<file path="config.mk">
export PLATFORM = sky130hd
export DESIGN_NAME = gb_rd_sched_flat
export DESIGN_NICKNAME = d
export VERILOG_FILES = /design/src/rtl/gb_pkg.sv /design/src/rtl/gb_rd_sched_if.sv /design/src/rtl/gb_rd_sched_rr_pick.sv /design/src/rtl/gb_rd_sched.sv /design/src/flat_wrapper.sv
export SDC_FILE = /design/constraint.sdc
export NUM_CORES = 1
export LEC_CHECK = 0
export ABC_AREA = 1
export ABC_CLOCK_PERIOD_IN_PS = 6200
export CORE_MARGIN = 2
export CORE_UTILIZATION = 48
export CTS_BUF_LIST = sky130_fd_sc_hd__clkbuf_2 sky130_fd_sc_hd__clkbuf_4 sky130_fd_sc_hd__clkbuf_8
export CTS_CLUSTER_DIAMETER = 100
export DETAILED_ROUTE_END_ITERATION = 6
export GPL_TIMING_DRIVEN = 0
export PLACE_DENSITY = 0.95
export SLEW_MARGIN = 25
export SYNTH_ARGS = -nofsm -noshare
export SYNTH_HDL_FRONTEND = slang
export SYNTH_SLANG_ARGS = --single-unit
</file>
<file path="constraint.sdc">
create_clock -name clk -period 6.2 [get_ports clk]
set_input_delay 0.62 -clock clk [delete_from_list [all_inputs] [get_ports clk]]
set_output_delay 0.62 -clock clk [all_outputs]
set_load 0.02 [all_outputs]
</file>
<file path="src/rtl/gb_pkg.sv">
// Shared types and helpers for the GB read scheduler.
package gb_pkg;

    typedef enum logic [1:0] {
        ST_IDLE,
        ST_BURST,
        ST_DRAIN
    } state_t;

    localparam int unsigned GB_ADDR_W = 12;
    localparam int unsigned GB_LEN_W  = 4;
    localparam int unsigned GB_MAX_PE = 64;

    function automatic logic [GB_MAX_PE-1:0] onehot(input int unsigned idx);
        return GB_MAX_PE'(1) << idx;
    endfunction

endpackage

</file>
<file path="src/rtl/gb_rd_sched_if.sv">
// Global-buffer read port: beat request/address handshake plus returned-data valid.
interface gb_rd_sched_if #(
    parameter int unsigned ADDR_W = gb_pkg::GB_ADDR_W
);
    logic              gb_rd_en;
    logic [ADDR_W-1:0] gb_rd_addr;
    logic              gb_rd_rdy;
    logic              gb_dat_vld;

    modport master (
        output gb_rd_en,
        output gb_rd_addr,
        input  gb_rd_rdy,
        input  gb_dat_vld
    );

    modport slave (
        input  gb_rd_en,
        input  gb_rd_addr,
        output gb_rd_rdy,
        output gb_dat_vld
    );
endinterface

</file>
<file path="src/rtl/gb_rd_sched_rr_pick.sv">
// Rotating-priority first-one finder: first set req bit scanning ptr, ptr+1, ... mod N.
module rr_pick #(
    parameter int unsigned N  = 16,
    parameter int unsigned IW = $clog2(N)
) (
    input  logic [N-1:0]  req,
    input  logic [IW-1:0] ptr,
    output logic [IW-1:0] idx,
    output logic          any
);
    always_comb begin
        idx = '0;
        any = 1'b0;
        // N is a power of two, so the IW-bit sum wraps the scan naturally.
        for (int unsigned i = 0; i < N; i++) begin
            if (!any && req[ptr + IW'(i)]) begin
                idx = ptr + IW'(i);
                any = 1'b1;
            end
        end
    end
endmodule

</file>
<file path="src/rtl/gb_rd_sched.sv">
// Round-robin GB read scheduler: grants one PE a multi-beat burst, drains read latency, pulses done.
// Optional macro GB_SCHED_PERF_EN adds saturating perf_bursts / perf_stall counters.
module gb_rd_sched
    import gb_pkg::*;
#(
    parameter int unsigned PE_BLOCK = 16,
    parameter int unsigned ADDR_W   = GB_ADDR_W,
    parameter int unsigned LEN_W    = GB_LEN_W,
    parameter int unsigned RD_LAT   = 1
) (
    input  logic                   clk,
    input  logic                   rst_n,
    input  logic [PE_BLOCK-1:0]        req,
    input  logic [PE_BLOCK*ADDR_W-1:0] req_addr,
    input  logic [PE_BLOCK*LEN_W-1:0]  req_len,
    output logic [PE_BLOCK-1:0]    gnt,
    output logic [PE_BLOCK-1:0]    done,
    gb_rd_sched_if.master          gb,
    output logic [PE_BLOCK-1:0]    pe_dat_vld,
    output logic                   busy
`ifdef GB_SCHED_PERF_EN
    ,
    output logic [31:0]            perf_bursts,
    output logic [31:0]            perf_stall
`endif
);
    localparam int unsigned PW = $clog2(PE_BLOCK);
    localparam int unsigned DW = (RD_LAT > 1) ? $clog2(RD_LAT) : 1;

    state_t              state;
    logic [PW-1:0]       ptr;
    logic [PW-1:0]       owner;
    logic [PW-1:0]       pick_idx;
    logic                pick_any;
    logic [LEN_W-1:0]    cnt;
    logic [DW-1:0]       dcnt;
    logic [PE_BLOCK-1:0] owner_oh;

    rr_pick #(
        .N  (PE_BLOCK),
        .IW (PW)
    ) u_pick (
        .req (req),
        .ptr (ptr),
        .idx (pick_idx),
        .any (pick_any)
    );

    assign owner_oh   = PE_BLOCK'(onehot(32'(owner)));
    assign pe_dat_vld = gb.gb_dat_vld ? gnt : '0;

    always_ff @(posedge clk or negedge rst_n) begin
        if (!rst_n) begin
            state         <= ST_IDLE;
            ptr           <= '0;
            owner         <= '0;
            cnt           <= '0;
            dcnt          <= '0;
            gnt           <= '0;
            done          <= '0;
            busy          <= 1'b0;
            gb.gb_rd_en   <= 1'b0;
            gb.gb_rd_addr <= '0;
        end else begin
            done <= '0;
            case (state)
                ST_IDLE: begin
                    if (pick_any) begin
                        owner         <= pick_idx;
                        gb.gb_rd_addr <= req_addr[pick_idx*ADDR_W +: ADDR_W];
                        cnt           <= req_len[pick_idx*LEN_W +: LEN_W];
                        gnt           <= PE_BLOCK'(onehot(32'(pick_idx)));
                        gb.gb_rd_en   <= 1'b1;
                        busy          <= 1'b1;
                        state         <= ST_BURST;
                    end
                end
                ST_BURST: begin
                    if (gb.gb_rd_rdy) begin
                        gb.gb_rd_addr <= gb.gb_rd_addr + ADDR_W'(1);
                        if (cnt == '0) begin
                            gb.gb_rd_en <= 1'b0;
                            dcnt        <= DW'(RD_LAT - 1);
                            state       <= ST_DRAIN;
                            // With a one-cycle latency the first drain cycle is also the last.
                            if (RD_LAT == 1) done <= owner_oh;
                        end else begin
                            cnt <= cnt - 1'b1;
                        end
                    end
                end
                ST_DRAIN: begin
                    if (dcnt == '0) begin
                        gnt   <= '0;
                        busy  <= 1'b0;
                        ptr   <= owner + 1'b1;
                        state <= ST_IDLE;
                    end else begin
                        dcnt <= dcnt - 1'b1;
                        if (dcnt == DW'(1)) done <= owner_oh;
                    end
                end
                default: state <= ST_IDLE;
            endcase
        end
    end

`ifdef GB_SCHED_PERF_EN
    always_ff @(posedge clk or negedge rst_n) begin
        if (!rst_n) begin
            perf_bursts <= '0;
            perf_stall  <= '0;
        end else begin
            if (done != '0 && perf_bursts != '1)
                perf_bursts <= perf_bursts + 32'd1;
            if (state == ST_BURST && !gb.gb_rd_rdy && perf_stall != '1)
                perf_stall <= perf_stall + 32'd1;
        end
    end
`endif

endmodule

</file>
<file path="src/flat_wrapper.sv">
// flat-port wrapper written by rule: the top's interface ports become plain ports
module gb_rd_sched_flat import gb_pkg::*;
#(
    parameter int unsigned PE_BLOCK = 16,
    parameter int unsigned ADDR_W   = GB_ADDR_W,
    parameter int unsigned LEN_W    = GB_LEN_W,
    parameter int unsigned RD_LAT   = 1
)
  (clk, rst_n, req, req_addr, req_len, gnt, done, pe_dat_vld, busy, gb_gb_rd_en, gb_gb_rd_addr, gb_gb_rd_rdy, gb_gb_dat_vld);
  gb_rd_sched_if #(.ADDR_W(ADDR_W)) gb_i ();
  input  logic clk;
  input  logic rst_n;
  input  logic [PE_BLOCK-1:0] req;
  input  logic [PE_BLOCK*ADDR_W-1:0] req_addr;
  input  logic [PE_BLOCK*LEN_W-1:0] req_len;
  output logic [PE_BLOCK-1:0] gnt;
  output logic [PE_BLOCK-1:0] done;
  output logic [PE_BLOCK-1:0] pe_dat_vld;
  output logic busy;
  output wire logic [$bits(gb_i.gb_rd_en)-1:0] gb_gb_rd_en;
  output wire logic [$bits(gb_i.gb_rd_addr)-1:0] gb_gb_rd_addr;
  input wire logic [$bits(gb_i.gb_rd_rdy)-1:0] gb_gb_rd_rdy;
  input wire logic [$bits(gb_i.gb_dat_vld)-1:0] gb_gb_dat_vld;
  assign gb_gb_rd_en = gb_i.gb_rd_en;
  assign gb_gb_rd_addr = gb_i.gb_rd_addr;
  assign gb_i.gb_rd_rdy = gb_gb_rd_rdy;
  assign gb_i.gb_dat_vld = gb_gb_dat_vld;
  gb_rd_sched #(.PE_BLOCK(PE_BLOCK), .ADDR_W(ADDR_W), .LEN_W(LEN_W), .RD_LAT(RD_LAT)) u_core (.clk(clk), .rst_n(rst_n), .req(req), .req_addr(req_addr), .req_len(req_len), .gnt(gnt), .done(done), .gb(gb_i), .pe_dat_vld(pe_dat_vld), .busy(busy));
endmodule
</file>
==> results_dict.tcl, run 1 <==
set metrics [dict create \
    status "finished, violations left" \
    violations "design-rule violations" \
    cp_data_arrival_time_ps 5340 \
    r2r_cells 30 \
    most-common-layout-cells "nand2_1 (632), clkdlybuf4s50_1 (335), nand3_1 (282)" \
    yosys.area.top_type "nand2_1" \
    nets 2040 \
    crit_path_frequent_cell "nand2_1" \
    yosys_warnings 0 \
    grt_pass1_wl_um 51300 \
    synth.net_count 1692 \
    dp.final_hpwl_um 28300 \
    worstSetupEndpointType "register" \
    hold_slack_ps 178 \
    core_region_area_um2 15800 \
    drcViolationCount 20 \
    top_layer "met4" \
    postSynthCellCount 1398 \
    grt_start_max_net_pins 36 \
    grt_overflow 0 \
    fillers 1363 \
    numPortBuffers 336 \
    stdcell_area_um2 11500 \
    track_usage_pct 39.1 \
    cts_resized 0 \
    clockBufferDepth 2 \
    postPlaceCellArea_um2 11300 \
    avgRoutedWirePerCell_um 17.6 \
    met3WireLength_um 3360 \
    netlist_area_um2 7680 \
    die_x_um 130 \
    wl_um 34700 \
    ctsHtreeMaxLevel 3 \
    cts_root_buf "clkbuf_8" \
    globalplace.congestion 1.01 \
    fin_skew_ps 11.7 \
    synth.area.top_cells "nand2_1 (31%), dfrtp_1 (20%), nand3_1 (18%)" \
    relSlewSlack_pct 45.7 \
    min_period_ps 5060 \
    finalHoldViolations 0 \
    path_max_fanout 13 \
    pin_count 338 \
    met2RoutedLength_um 17200 \
    cap_violations 0 \
    min_path_type "in -> async" \
    yosysTopAreaCellShare_pct 30.9 \
    rrSetupSlack_ps 1140 \
    critPathLaunch "u_core.ptr[1]" \
    ys_seq_area_share_pct 19.6 \
    setup_viol 0 \
    critPathSlowestCell "dfrtp_1" \
    start_util_pct 48.7 \
    final.setup.tns_ps 0 \
    period_share_pct 81.7 \
    dieArea_um2 17000 \
    fin_cells 1971 \
    fmax_mhz 197 \
    timing.rr.end "u_core.gb.gb_rd_addr[11]" \
    rr_startpoint "u_core.ptr[1]" \
    rsz0062_at_grt "false" \
    max_slew.worst_pin.slew_ps 809 \
    via_per_inst 5.53 \
    drive_gt1_share_pct 6.97 \
    cts.sinks 60 \
    critical_path.endpoint "u_core.gb.gb_rd_addr[11]" \
    area_growth_pct 50.0 \
    critPathLaunchType "register" \
    drt-initial-drc-count 1203 \
    synth-seq-cells 60 \
    final_common_cell "nand2_1" \
    rows 46 \
    slew_viol_final 0 \
    cts_tree "yes" \
    cts_setup_buffers 0 \
    clk_latency_ps 350 \
    cts_buffers 9 \
    grt_pass1_vias 9898 \
    synthDistinctLibCells 41 \
    vias 10900 \
    path_class "reg -> reg" \
    syn-mean-instance-area_um2 5.49 \
    place_inst 1951 \
    die_h_um 130 \
    antenna_found_initial 4 \
    crit_required_ps 6480 \
    clkSlewWorstSetupHoldPaths_ps 80 \
    holdBufCountCts 0 \
    ant_nets 0 \
    drt-pass1-iter-count 7 \
    wirelength_met1_um 12700 \
    max_stage_delay_ps 480 \
]
[Yosys cell counts]
cell      number
nor3_1        19
xnor2_1        3
nand3_2        2
a21boi_1       1
clkbuf_1       9
nand2_1      632
buf_4         20
dfrtp_1       60
xor2_1         9
ha_1          18
nor2_4         4
xor2_2         1
a31oi_1        1
or2_2          3
o21ai_1        4
nor2_1        50
o31ai_1        1
mux2_2         1
inv_2          2
nand2_2        6
a22oi_1        1
inv_1        113
nand4_2        2
clkinv_1       3
buf_6         10
o22ai_2        1
buf_2         39
nor2_2         7
nand4_4        1
o21bai_4       2
inv_4          1
nand4_1        8
a21boi_0       1
o21bai_1       1
nand3_1      282
o21a_1         2
clkinv_2       1
o21ai_2        1
o21ai_0       25
a21oi_1       31
o22ai_1       20
[worst min-delay path by stage]
| stage | end | cells after the start |
|---|---|---|
| global route | u_core.done[12] | 1 |
| floorplan | u_core.busy | 0 |
| detailed placement | u_core.gb.gb_rd_en | 2 |
| global placement | u_core.gb.gb_rd_en | 2 |
| CTS | u_core.done[12] | 1 |
| finish | u_core.done[12] | 1 |
[sequential cells by signal, summed over array words and instances (netlist names)]
signal	cells
u_core.busy	1
u_core.cnt	4
u_core.done	16
u_core.gb.gb_rd_addr	12
u_core.gb.gb_rd_en	1
u_core.gnt	16
u_core.owner	4
u_core.ptr	4
u_core.state	2
[cells by family after synthesis]
family	count (synthesis)	share of synthesized area, %
AOI/OAI and AO/OA	92	7.07
xor gates and xnor gates	13	1.58
adders and majority gates	18	2.93
buffers and inverters	198	12.3
DFF	60	19.6
muxes	1	0.147
and+or+nand+nor	1016	56.4
[layout make-up]
cell class	instances	area (um2)	share of cell area, %
diodes	4	10.0	0.0869
plain buffers	78	492	4.27
clock buffers	9	124	1.08
clock inverters	7	52.6	0.456
inverters	120	454	3.94
multi-input cells	1140	5230	45.4
flip-flops and latches	60	1500	13.0
well taps	216	270	2.35
repair buffers	337	3380	29.4
[critical path, delay by kind of cell, from the launching register on]
family / cells / cell delay [ps]
simple gates: 22 / 2670
flops: 1 / 480
buf+inv: 6 / 1370
fa+ha+maj: 1 / 360
compound gates: 1 / 120
[routing by layer]
| layer | track usage (%) | up-vias |
|---|---|---|
| li1 | - | 5184 |
| met1 | 47.8 | 4927 |
| met2 | 68.9 | 665 |
| met3 | 6.35 | 128 |
| met4 | 15.5 | 0 |
| met5 | 0 | - |
[metrics by stage]
stage	setup WS, ps	util (%)
after floorplan	2500	-
after global placement	1380	71.7
after detailed placement	1310	71.8
after CTS	1280	72.9
after global routing	834	73.0
final	1140	73.0
Power of run 1 is not shown: default switching activity piles up to over one toggle a cycle in this logic, so the estimate is an artifact.
==> run 2, diff against run 1 <==
--- a/config.mk
+++ b/config.mk
@@ -6,14 +6,14 @@
 export NUM_CORES = 1
 export LEC_CHECK = 0
 export ABC_AREA = 1
-export ABC_CLOCK_PERIOD_IN_PS = 6200
+export ABC_CLOCK_PERIOD_IN_PS = 4800
 export CORE_MARGIN = 2
-export CORE_UTILIZATION = 48
+export CORE_UTILIZATION = 44
 export CTS_BUF_LIST = sky130_fd_sc_hd__clkbuf_2 sky130_fd_sc_hd__clkbuf_4 sky130_fd_sc_hd__clkbuf_8
 export CTS_CLUSTER_DIAMETER = 100
 export DETAILED_ROUTE_END_ITERATION = 6
 export GPL_TIMING_DRIVEN = 0
-export PLACE_DENSITY = 0.95
+export PLACE_DENSITY = 0.9
 export SLEW_MARGIN = 25
 export SYNTH_ARGS = -nofsm -noshare
 export SYNTH_HDL_FRONTEND = slang
==> constraint.sdc (replaced) <==
create_clock -name clk -period 4.8 [get_ports clk]
set_input_delay 0.48 -clock clk [delete_from_list [all_inputs] [get_ports clk]]
set_output_delay 0.48 -clock clk [all_outputs]
set_load 0.02 [all_outputs]
==> run 2 against run 1 <==
Net effect:
- the run still ends with design-rule violations left
- final cell count is 0.71% higher
- worst setup slack worse by 860 ps
- sequential share of layout area decreased by 0.27 points
- via count is 1.7% lower
- clock skew decreased by 2.3 ps
- global-route usage shrank 3.8 points
==> results_dict.tcl, run 2 (same netlist as run 1, synthesis figures left out) <==
set metrics [dict create \
    status "finished, violations left" \
    violations "design-rule violations" \
    ctsHtreeMaxLevel 3 \
    die_x_um 136 \
    antenna_found_initial 2 \
    area_growth_pct 53.3 \
    rrSetupSlack_ps 270 \
    avgRoutedWirePerCell_um 16.9 \
    cap_violations 0 \
    cts_root_buf "clkbuf_8" \
    core_region_area_um2 17200 \
    antennaDiodeCount 0 \
    cts_tree "yes" \
    fin_cells 1985 \
    cp_data_arrival_time_ps 4750 \
    crit_required_ps 5030 \
    fin_skew_ps 9.47 \
    worst_slack_ps 274 \
    clockBufferDepth 2 \
    numPortBuffers 336 \
    wirelength_met1_um 13000 \
    clkSlewWorstSetupHoldPaths_ps 70 \
    grt_start_max_net_pins 34 \
    met2RoutedLength_um 16500 \
    critPathLaunchType "register" \
    drt-initial-drc-count 878 \
    dp.final_hpwl_um 27500 \
    relSlewSlack_pct 45.1 \
    path_class "reg -> reg" \
    timing.rr.end "u_core.gb.gb_rd_addr[8]" \
    met3WireLength_um 2840 \
    nets 2049 \
    r2r_cells 26 \
    finalHoldViolations 0 \
    cts.sinks 60 \
    globalplace.congestion 0.990 \
    drive_gt1_share_pct 8.01 \
    dieArea_um2 18500 \
    start_util_pct 44.7 \
    grt_overflow 0 \
    pre_cts_ws_ps 23.1 \
    ant_nets 0 \
    place_inst 1960 \
    top_layer "met5" \
    rr_startpoint "u_core.ptr[2]" \
    cts_buffers 9 \
    grt_pass1_vias 9740 \
    wl_um 33600 \
    drcViolationCount 1 \
    final.setup.tns_ps 0 \
    final_common_cell "nand2_1" \
    pin_count 338 \
    top_regs "u_core.done x16, u_core.gnt x16, u_core.gb.gb_rd_addr x12" \
    min_path_type "in -> async" \
    vias 10700 \
    max_slew.worst_pin.slew_ps 817 \
    die_h_um 136 \
    worstSetupEndpointType "register" \
    most-common-layout-cells "nand2_1 (631), clkdlybuf4s50_1 (335), nand3_1 (281)" \
    clk_latency_ps 340 \
    slew_viol_final 0 \
    period_share_pct 94.3 \
    via_per_inst 5.40 \
    track_usage_pct 35.3 \
    rows 48 \
    setup_viol 0 \
    hold_slack_ps 51.7 \
    min_period_ps 4530 \
    critPathLaunch "u_core.ptr[2]" \
    path_max_fanout 10 \
    fmax_mhz 221 \
    drt-pass1-iter-count 7 \
    grt_pass1_wl_um 50700 \
]
[run 2: cell types whose count changed in the layout (fill, tap and decap cells not counted), moves of 3 or more]
cell and change:
nor2_2 -4, bufinv_16 +3, nor2_4 +5, buf_2 -3, diode_2 -4, buf_4 +8
[run 2: worst max-delay path, cell delays in order, from the launching register on]
cell	delay, ps
dfrtp_1	380
buf_2	230
clkinvlp_4	190
ha_4	360
inv_1	170
nand3_1	190
nand3_1	90
nand2_1	200
nand4_1	210
nor2_4	190
nand4_4	110
nor2_4	120
nand4_1	120
nor2_2	220
nand4_4	170
nand3_4	160
nand2_2	140
buf_6	190
buf_4	190
nand2_1	70
nand2_1	150
nand2_1	100
nand3_1	120
nand3_1	110
nand2_1	70
nand2_1	60
a21oi_1	60
[run 2: how the worst max path moves through the flow]
| stage | end | slack, ps | cells after the start |
|---|---|---|---|
| after floorplan | u_core.gb.gb_rd_addr[6] | 1100 | 30 |
| after global placement | u_core.gb.gb_rd_addr[6] | 70 | 27 |
| after detailed placement | u_core.gb.gb_rd_addr[6] | 20 | 28 |
| after CTS | u_core.gb.gb_rd_addr[5] | 70 | 28 |
| after global routing | u_core.gb.gb_rd_addr[5] | -30 | 26 |
| final | u_core.gb.gb_rd_addr[8] | 270 | 26 |
[run 2: stage by stage]
| step | area, um2 | util (%) |
|---|---|---|
| floorplan | 7680 | - |
| global placement | 11300 | 65.9 |
| detailed placement | 11300 | 66.0 |
| CTS | 11600 | 67.4 |
| global route | 11800 | 68.5 |
| finish | 11800 | 68.5 |
[run 2: final cells by class]
cell class	instances	area (um2)
clock buffer	10	131
buffer	78	514
fill	1578	5410
clock inverter	6	113
multi-input combinational	1140	5320
timing repair buffer	346	3450
sequential	60	1500
tap	225	282
inverter	120	462
[run 2: timing repair]
action / in CTS / in global routing
buffers inserted: 0 / 9
hold buffers: 0 / 0
pin swaps: 0 / 6
endpoints found under the setup margin: 2 / 33
gates resized for setup: 1 / 28
[run 2: routing by layer]
| layer | vias to the layer above | track usage [%] |
|---|---|---|
| met2 | 581 | 60.7 |
| met1 | 4856 | 43.6 |
| met4 | 4 | 13.2 |
| li1 | 5186 | - |
| met5 | - | 0 |
| met3 | 96 | 6.75 |
Power of run 2 is left out for the same reason.
